## config.mk

```make
export PLATFORM = sky130hd
export DESIGN_NAME = ri5cy_ahb_bridge_flat
export DESIGN_NICKNAME = d
export VERILOG_FILES = /design/src/rtl/ri5cy_ahb_bridge_if.sv /design/src/rtl/ri5cy_ahb_bridge.sv /design/src/flat_wrapper.sv
export SDC_FILE = /design/constraint.sdc
export NUM_CORES = 1
export LEC_CHECK = 0
export CELL_PAD_IN_SITES_DETAIL_PLACEMENT = 0
export CELL_PAD_IN_SITES_GLOBAL_PLACEMENT = 1
export CORE_MARGIN = 5
export CORE_UTILIZATION = 21
export DETAILED_ROUTE_END_ITERATION = 10
export PLACE_DENSITY_LB_ADDON = 0.1
export SLEW_MARGIN = 15
export SYNTH_ARGS = -nofsm -noshare
export SYNTH_HDL_FRONTEND = slang
export SYNTH_SLANG_ARGS = --single-unit
```

## constraint.sdc

```tcl
create_clock -name clk -period 2.9 [get_ports clk]
set_input_delay 0.58 -clock clk [delete_from_list [all_inputs] [get_ports clk]]
set_output_delay 0.58 -clock clk [all_outputs]
set_load 0.005 [all_outputs]
```

## src/rtl/ri5cy_ahb_bridge_if.sv

```systemverilog
// Bundle of core request/response and AHB-Lite master signals
// for the RI5CY data-port to AHB bridge.
interface ri5cy_ahb_bridge_if #(
    parameter int AHB_ADDR_WIDTH = 32,
    parameter int AHB_DATA_WIDTH = 32
);
    logic                      req_i;
    logic                      we_i;
    logic [3:0]                be_i;
    logic [31:0]               addr_i;
    logic [31:0]               wdata_i;
    logic                      gnt_o;
    logic                      rvalid_o;
    logic                      err_o;
    logic [31:0]               rdata_o;
    logic                      hsel_o;
    logic                      hwrite_o;
    logic                      hmastlock_o;
    logic                      hready_o;
    logic [AHB_ADDR_WIDTH-1:0] haddr_o;
    logic [AHB_DATA_WIDTH-1:0] hwdata_o;
    logic [2:0]                hsize_o;
    logic [2:0]                hburst_o;
    logic [3:0]                hprot_o;
    logic [1:0]                htrans_o;
    logic [AHB_DATA_WIDTH-1:0] hrdata_i;
    logic                      hreadyout_i;
    logic                      hresp_i;

    modport master (
        input  req_i, we_i, be_i, addr_i, wdata_i,
        output gnt_o, rvalid_o, err_o, rdata_o,
        output hsel_o, hwrite_o, hmastlock_o, hready_o,
        output haddr_o, hwdata_o, hsize_o, hburst_o,
        output hprot_o, htrans_o,
        input  hrdata_i, hreadyout_i, hresp_i
    );

    modport slave (
        output req_i, we_i, be_i, addr_i, wdata_i,
        input  gnt_o, rvalid_o, err_o, rdata_o,
        input  hsel_o, hwrite_o, hmastlock_o, hready_o,
        input  haddr_o, hwdata_o, hsize_o, hburst_o,
        input  hprot_o, htrans_o,
        output hrdata_i, hreadyout_i, hresp_i
    );
endinterface

```

## src/rtl/ri5cy_ahb_bridge.sv

```systemverilog
// RI5CY core data port to AHB-Lite master bridge.
// Single outstanding transfer, pipelined address/data phases.
module ri5cy_ahb_bridge #(
    parameter int AHB_ADDR_WIDTH = 32,
    parameter int AHB_DATA_WIDTH = 32
) (
    input  logic                clk,
    input  logic                rstn,
    ri5cy_ahb_bridge_if.master  bus
);
    typedef enum logic [1:0] {
        S_IDLE,
        S_DATA,
        S_ERR1,
        S_ILL
    } state_e;

    state_e                    state_q, state_d;
    logic                      we_q, we_d;
    logic                      lane_q, lane_d;
    logic [AHB_DATA_WIDTH-1:0] hwdata_q, hwdata_d;

    logic       be_legal;
    logic [2:0] size;
    logic [1:0] offset;
    logic       data_ok;
    logic       data_err;
    logic       accept;
    logic       lane_sel;
    logic [31:0] wmask;
    logic [31:0] wdata_m;
    logic [31:0] rd_lane;
    logic       unused_addr;

    assign unused_addr = ^bus.addr_i[1:0];

    assign bus.hburst_o    = 3'b000;
    assign bus.hprot_o     = 4'b0011;
    assign bus.hmastlock_o = 1'b0;
    assign bus.hready_o    = bus.hreadyout_i;
    assign bus.hwdata_o    = hwdata_q;
    assign bus.hwrite_o    = bus.we_i;
    assign bus.hsize_o     = size;
    assign bus.haddr_o     =
        AHB_ADDR_WIDTH'({bus.addr_i[31:2], offset});

    // Byte-enable decode into transfer size and byte offset
    always_comb begin
        be_legal = 1'b1;
        size     = 3'b010;
        offset   = 2'b00;
        unique case (bus.be_i)
            4'b0001: begin size = 3'b000; offset = 2'd0; end
            4'b0010: begin size = 3'b000; offset = 2'd1; end
            4'b0100: begin size = 3'b000; offset = 2'd2; end
            4'b1000: begin size = 3'b000; offset = 2'd3; end
            4'b0011: begin size = 3'b001; offset = 2'd0; end
            4'b1100: begin size = 3'b001; offset = 2'd2; end
            4'b1111: begin size = 3'b010; offset = 2'd0; end
            default: be_legal = 1'b0;
        endcase
    end

    // Handshake, response and write-lane steering
    always_comb begin
        data_ok  = (state_q == S_DATA) && bus.hreadyout_i
                   && !bus.hresp_i;
        data_err = (state_q == S_DATA) && bus.hresp_i;
        accept   = rstn && bus.req_i && bus.hreadyout_i
                   && ((state_q == S_IDLE) || data_ok);

        bus.gnt_o    = accept;
        bus.htrans_o = (accept && be_legal) ? 2'b10 : 2'b00;
        bus.hsel_o   = accept && be_legal;

        bus.rvalid_o = rstn && (data_ok
                       || (data_err && bus.hreadyout_i)
                       || ((state_q == S_ERR1) && bus.hresp_i
                           && bus.hreadyout_i)
                       || (state_q == S_ILL));
        bus.err_o    = bus.rvalid_o && !data_ok;

        rd_lane     = lane_q ? bus.hrdata_i[AHB_DATA_WIDTH-1 -: 32]
                             : bus.hrdata_i[31:0];
        bus.rdata_o = (data_ok && !we_q) ? rd_lane : 32'h0;

        lane_sel = (AHB_DATA_WIDTH == 64) ? bus.addr_i[2] : 1'b0;
        wmask    = {{8{bus.be_i[3]}}, {8{bus.be_i[2]}},
                    {8{bus.be_i[1]}}, {8{bus.be_i[0]}}};
        wdata_m  = bus.wdata_i & wmask;
    end

    // Next state and next transfer attributes
    always_comb begin
        state_d  = state_q;
        we_d     = we_q;
        lane_d   = lane_q;
        hwdata_d = hwdata_q;
        unique case (state_q)
            S_IDLE: ;
            S_DATA: begin
                if (bus.hresp_i)
                    state_d = bus.hreadyout_i ? S_IDLE : S_ERR1;
                else if (bus.hreadyout_i)
                    state_d = S_IDLE;
            end
            S_ERR1: begin
                if (bus.hresp_i && bus.hreadyout_i)
                    state_d = S_IDLE;
            end
            S_ILL: state_d = S_IDLE;
            default: state_d = S_IDLE;
        endcase
        if (accept) begin
            state_d  = be_legal ? S_DATA : S_ILL;
            we_d     = bus.we_i;
            lane_d   = lane_sel;
            hwdata_d = '0;
            if (lane_sel)
                hwdata_d[AHB_DATA_WIDTH-1 -: 32] = wdata_m;
            else
                hwdata_d[31:0] = wdata_m;
        end
    end

    // State and data-phase registers, synchronous reset
    always_ff @(posedge clk) begin
        if (!rstn) begin
            state_q  <= S_IDLE;
            we_q     <= 1'b0;
            lane_q   <= 1'b0;
            hwdata_q <= '0;
        end else begin
            state_q  <= state_d;
            we_q     <= we_d;
            lane_q   <= lane_d;
            hwdata_q <= hwdata_d;
        end
    end
endmodule

```

## src/flat_wrapper.sv

```systemverilog
// flat-port wrapper written by rule: the top's interface ports become plain ports
module ri5cy_ahb_bridge_flat 
#(
    parameter int AHB_ADDR_WIDTH = 32,
    parameter int AHB_DATA_WIDTH = 32
)
  (clk, rstn, bus_req_i, bus_we_i, bus_be_i, bus_addr_i, bus_wdata_i, bus_gnt_o, bus_rvalid_o, bus_err_o, bus_rdata_o, bus_hsel_o, bus_hwrite_o, bus_hmastlock_o, bus_hready_o, bus_haddr_o, bus_hwdata_o, bus_hsize_o, bus_hburst_o, bus_hprot_o, bus_htrans_o, bus_hrdata_i, bus_hreadyout_i, bus_hresp_i);
  ri5cy_ahb_bridge_if #(.AHB_ADDR_WIDTH(AHB_ADDR_WIDTH), .AHB_DATA_WIDTH(AHB_DATA_WIDTH)) bus_i ();
  input  logic clk;
  input  logic rstn;
  input wire logic [$bits(bus_i.req_i)-1:0] bus_req_i;
  input wire logic [$bits(bus_i.we_i)-1:0] bus_we_i;
  input wire logic [$bits(bus_i.be_i)-1:0] bus_be_i;
  input wire logic [$bits(bus_i.addr_i)-1:0] bus_addr_i;
  input wire logic [$bits(bus_i.wdata_i)-1:0] bus_wdata_i;
  output wire logic [$bits(bus_i.gnt_o)-1:0] bus_gnt_o;
  output wire logic [$bits(bus_i.rvalid_o)-1:0] bus_rvalid_o;
  output wire logic [$bits(bus_i.err_o)-1:0] bus_err_o;
  output wire logic [$bits(bus_i.rdata_o)-1:0] bus_rdata_o;
  output wire logic [$bits(bus_i.hsel_o)-1:0] bus_hsel_o;
  output wire logic [$bits(bus_i.hwrite_o)-1:0] bus_hwrite_o;
  output wire logic [$bits(bus_i.hmastlock_o)-1:0] bus_hmastlock_o;
  output wire logic [$bits(bus_i.hready_o)-1:0] bus_hready_o;
  output wire logic [$bits(bus_i.haddr_o)-1:0] bus_haddr_o;
  output wire logic [$bits(bus_i.hwdata_o)-1:0] bus_hwdata_o;
  output wire logic [$bits(bus_i.hsize_o)-1:0] bus_hsize_o;
  output wire logic [$bits(bus_i.hburst_o)-1:0] bus_hburst_o;
  output wire logic [$bits(bus_i.hprot_o)-1:0] bus_hprot_o;
  output wire logic [$bits(bus_i.htrans_o)-1:0] bus_htrans_o;
  input wire logic [$bits(bus_i.hrdata_i)-1:0] bus_hrdata_i;
  input wire logic [$bits(bus_i.hreadyout_i)-1:0] bus_hreadyout_i;
  input wire logic [$bits(bus_i.hresp_i)-1:0] bus_hresp_i;
  assign bus_i.req_i = bus_req_i;
  assign bus_i.we_i = bus_we_i;
  assign bus_i.be_i = bus_be_i;
  assign bus_i.addr_i = bus_addr_i;
  assign bus_i.wdata_i = bus_wdata_i;
  assign bus_gnt_o = bus_i.gnt_o;
  assign bus_rvalid_o = bus_i.rvalid_o;
  assign bus_err_o = bus_i.err_o;
  assign bus_rdata_o = bus_i.rdata_o;
  assign bus_hsel_o = bus_i.hsel_o;
  assign bus_hwrite_o = bus_i.hwrite_o;
  assign bus_hmastlock_o = bus_i.hmastlock_o;
  assign bus_hready_o = bus_i.hready_o;
  assign bus_haddr_o = bus_i.haddr_o;
  assign bus_hwdata_o = bus_i.hwdata_o;
  assign bus_hsize_o = bus_i.hsize_o;
  assign bus_hburst_o = bus_i.hburst_o;
  assign bus_hprot_o = bus_i.hprot_o;
  assign bus_htrans_o = bus_i.htrans_o;
  assign bus_i.hrdata_i = bus_hrdata_i;
  assign bus_i.hreadyout_i = bus_hreadyout_i;
  assign bus_i.hresp_i = bus_hresp_i;
  ri5cy_ahb_bridge #(.AHB_ADDR_WIDTH(AHB_ADDR_WIDTH), .AHB_DATA_WIDTH(AHB_DATA_WIDTH)) u_core (.clk(clk), .rstn(rstn), .bus(bus_i));
endmodule
```

### Word level (Yosys, flattened, before mapping)

Cells that the tools add are included.

| word-level totals | value |
|---|---|
| output and inout bits | 115 |
| register bits | 35 |
| word-level logic and storage cells | 56 |
| bits of input ports | 106 |

| cells by class | value |
|---|---|
| eq/ne operators | 12 |
| bitwise operators | 1 |
| multiplexer cells | 12 |
| reduce and logical (&&, ||, !) cells | 28 |

Operators with widths:

| operator | count |
|---|---|
| 32-bit bitwise AND | 1 |
| 32-bit two-way mux | 1 |
| 1-bit logical AND | 14 |
| 2-bit two-way mux | 7 |
| 4-bit == test (second input constant) | 3 |
| 2-bit case mux with 3 select lines | 2 |
| 4-bit by 2-bit == test with 1-bit output (second input constant) | 2 |
| 7-bit OR reduction | 1 |
| 2-bit == test (second input constant) | 2 |
| 4-bit by 1-bit == test with 1-bit output (second input constant) | 1 |
| 4-bit by 3-bit == test with 1-bit output (second input constant) | 1 |
| 1-bit logical OR | 4 |
| 4-bit inequality test (second input constant) | 1 |
| 2-bit case mux with 2 select lines | 1 |
| 4-bit nonzero test | 1 |
| 2-bit OR reduction | 2 |
| 4-bit OR reduction | 1 |
| 1-bit logical NOT | 3 |
| 3-bit inequality test (second input constant) | 1 |
| 3-bit AND reduction | 1 |
| 2-bit by 1-bit == test with 1-bit output (second input constant) | 1 |
| 2-bit logical NOT | 1 |
| 1-bit two-way mux | 1 |

### Logic depth before layout (Yosys ltp)

| depth | value |
|---|---|
| word-level depth | 8 |
| mapped depth | 5 |
| gate-level depth less buffers | 3 |

### Worst setup path after synthesis

No wires, ideal clock.

| timing | value |
|---|---|
| path kind | in2out |
| start point | input bus_hresp_i |
| end point | output bus_htrans_o[1] |
| arrival time | 1666 ps |
| data required time | 2320 ps |
| cell stages on the path | 5 |
| slack | 654 ps |
| buffers on the path | 2 |
| path through | and2_4 buf_2 nor3_1 a21boi_0 buf_4 |

| between the ends | value |
|---|---|
| longest elaborated chain between the ends | 6 |

Ends and longest elaborated chain:

| what | RTL line | RTL |
|---|---|---|
| from (decl) | flat_wrapper.sv:32 | `input wire logic [$bits(bus_i.hresp_i)-1:0] bus_hresp_i;` |
| 1-bit logical NOT | ri5cy_ahb_bridge.sv:67 | `&& !bus.hresp_i;` |
| 1-bit logical AND | ri5cy_ahb_bridge.sv:67 |  |
| 1-bit logical OR | ri5cy_ahb_bridge.sv:70 | `&& ((state_q == S_IDLE) \|\| data_ok);` |
| 1-bit logical AND | ri5cy_ahb_bridge.sv:70 |  |
| named net bus_gnt_o | flat_wrapper.sv:16 | `output wire logic [$bits(bus_i.gnt_o)-1:0] bus_gnt_o;` |
| 1-bit logical AND | n/a |  |
| named net bus_hsel_o | flat_wrapper.sv:20 | `output wire logic [$bits(bus_i.hsel_o)-1:0] bus_hsel_o;` |
| 2-bit two-way mux | ri5cy_ahb_bridge.sv:73 | `bus.htrans_o = (accept && be_legal) ? 2'b10 : 2'b00;` |
| to (decl) | flat_wrapper.sv:29 | `output wire logic [$bits(bus_i.htrans_o)-1:0] bus_htrans_o;` |

The timed path passes the listed nets, and every way through them passes these cells.

### Final worst setup path

| timing | value |
|---|---|
| start point | input rstn |
| end point | output bus_htrans_o[1] |

| between the ends | value |
|---|---|
| longest elaborated chain between the ends | 5 |

Ends and longest elaborated chain:

| what | RTL line | RTL |
|---|---|---|
| from (decl) | flat_wrapper.sv:10 | `input logic rstn;` |
| 1-bit logical AND (2 in a row) | ri5cy_ahb_bridge.sv:69 | `accept = rstn && bus.req_i && bus.hreadyout_i` |
| 1-bit logical AND | ri5cy_ahb_bridge.sv:70 |  |
| 1-bit logical AND | ri5cy_ahb_bridge.sv:73 |  |
| 2-bit two-way mux | ri5cy_ahb_bridge.sv:73 |  |

No other way between the ends.

==> metrics.cfg <==
[route]
drtIter0Drc = 188
drc = 0
drt_wl_total_um = 8710
ant_nets = 0
drtPass1Iterations = 4
vias = 2546
post_drt_via_cell_ratio = 4.57
wl_per_cell_um = 15.6

[global_route]
grt_pass1_vias = 2643
track_usage_pct = 12.5
grt_pass1_wl_um = 13300
grt_max_degree = 69
antenna_found_initial = 0
grt.overflow.total = 0

[worst_setup_path]
cp.arrival_ps = 2220
critPathCaptureType = primary output
cp-start-kind = input port
timing.rr.start = u_core.state_q[1]
rrSetupSlack_ps = 1210
r2r_cells = 4
crit_type = input port to primary output
worstReg2RegEnd = u_core.bus.hwdata_o[20]
worstPathRequired_ps = 2320
cp_max_fo = 3

[placed_design]
place_congestion = 0.692
postPlaceCellArea_um2 = 3770
dpl_worst_slack_ps = -86.7
numPortBuffers = 148
place_hpwl_um = 6240

[clock_network]
clockBufferDepth = 2
tritoncts = done
cts_buffers = 5
path_clk_slew_ps = 80
postCtsHoldBufs = 0
post_cts_buffers = 0
clock_latency_ps = 290
cts-root-buf = clkbuf_8
cts_htree_levels = 2
cts_num_sinks = 35

[final_layout]
multi_input_area_um2 = 1230
final_design_area_no_fill_um2 = 3900
nFillCells = 1187
layout_common_cells = 128 x clkdlybuf4s50_1, 35 x a21oi_1, 35 x dfxtp_1
post-route-util_pct = 36.0
syn_to_final_growth_pct = 67.4
seq_area_um2 = 701
finalNetCount = 522
diodes = 0
final_common_cell = clkdlybuf4s50_1
drive_above_1_share_pct = 8.87

[power_and_ir_drop]
ir_drop_mv = 0.157
netSwitchingPower_w = 0.000337
power.leakage_nw = 1.50
pwr-share-seq_pct = 39.8
p_int_w = 0.000917
clkPwrFrac_pct = 37.3
netSwitchingFraction_pct = 26.9
pwr-share-comb_pct = 22.8
pwr_density_cell_nw_per_um2 = 321

[timing]
setup_viol = 0
setup_slack_ps = 104
finClkSkew_ps = 13.7
final_hold_viol_count = 0
fmax_mhz = 358
slew_headroom_pct = 56.4
fin_crit_ps = 2800
tns_ps = 0
rsz0062_at_grt = no
slew_violations = 0
fin_crit_sh_pct = 96.4
worst_slew_pin_slew_ps = 654

[min_path]
hold_depth = 2
hold_class = register to register
min_from = u_core.bus.hwdata_o[6]
hold_end = u_core.bus.hwdata_o[6]

[yosys]
synth-edff-count = 0
ys_ff_latch = 35
yosys_warnings = 0
synth_cells = 304
avgSynthCellArea_um2 = 7.67
synth_seq_area_share_pct = 30.1
synthFlopType = dfxtp_1
async_flop_share_pct = 0
synth_area_um2 = 2330
yosys.cell_types.count = 31

[die]
rows = 38
io_pins = 221
fp.coreArea_um2 = 10800
start_util_pct = 21.5
dieArea_um2 = 13300
die_h_um = 115
die_x_um = 115

[job]
maxCapViolCount = 0

[outcome]
status = finished, final reports clean

## what timing repair did
item / in CTS / in global routing
gates resized for setup: 19 / 7
endpoints found under the setup margin: 35 / 18
pin swaps: 0 / 1
gates cloned: 0 / 0
## logic make-up (layout without fill, tap and decap cells)
logic type | after synthesis | after routing | synth area share, %
and+or+nand+nor | 115 | 115 | 28.9
other | 2 | 10 | 0.322
xor gates and xnor gates | 1 | 1 | 0.376
buffers and inverters | 75 | 180 | 19.3
DFF | 35 | 35 | 30.1
AOI/OAI and AO/OA | 75 | 75 | 20.6
muxes | 1 | 1 | 0.429
## through the flow
stage | hold WS [ps] | cells | total power (W)
final | 465 | 557 | 0.00125
after global routing | 488 | 557 | 0.00133
after CTS | 471 | 557 | 0.00128
after detailed placement | 460 | 549 | 0.000800
after global placement | 451 | 549 | 0.000801
after floorplan | 460 | 312 | 0.000656
## synth_stat cells (2+ instances only)
master	count	area share [%]
clkbuf_1	17	2.7
a32o_1	2	0.86
nand2b_1	2	0.54
conb_1	2	0.32
nor3_1	4	0.86
nor2_1	4	0.64
a21oi_1	35	7.5
buf_4	43	14
nand2_1	33	5.3
dfxtp_1	35	30
and2_1	33	8.9
buf_1	8	1.3
o31ai_1	32	10
buf_2	6	1.3
or4_1	32	10
## per-layer routing
metal | routed length [um] | track usage (%)
met1 | 3530 | 14.5
met2 | 4060 | 20.3
met3 | 949 | 5.95
met4 | 172 | 4.07
met5 | 0 | 0
## registers in the layout (all words and copies together) (netlist names)
signal	count
u_core.bus.hwdata_o	32
u_core.we_q	1
u_core.state_q	2
## cell type report
cell class,instances,share of cell area [%]
Clock buffer,5,1.76
Sequential cell,35,18.0
Clock inverter,3,1.22
Timing Repair Buffer,171,42.9
Inverter,1,0.0962
Tap cell,140,4.49
Multi-Input combinational cell,202,31.6
## worst max path at each step
stage | slack, ps | cells past startpoint | startpoint | endpoint
3_5_place_dp | -90 | 7 | bus_hreadyout_i | bus_rdata_o[5]
4_1_cts | 1 | 7 | bus_hresp_i | bus_rdata_o[0]
6_report | 100 | 6 | rstn | bus_htrans_o[1]
5_1_grt | 20 | 6 | rstn | bus_htrans_o[1]
2_1_floorplan | 650 | 5 | bus_hresp_i | bus_htrans_o[1]
3_3_place_gp | -100 | 7 | bus_hreadyout_i | bus_rdata_o[5]
## power groups by stage
stage	combinational, W	sequential, W	clock [W]
2_1_floorplan	0.000146	0.000510	0
3_3_place_gp	0.000291	0.000510	0
3_5_place_dp	0.000290	0.000510	0
4_1_cts	0.000291	0.000500	0.000494
5_1_grt	0.000312	0.000501	0.000514
6_report	0.000286	0.000500	0.000468
## critical path, cell delays in order
cell	delay [ps]
clkdlybuf4s50_1	530
nand2b_4	70
nor3_2	210
a21boi_1	190
buf_4	130
clkdlybuf4s50_1	500
Power figures use the tool's default switching activity.
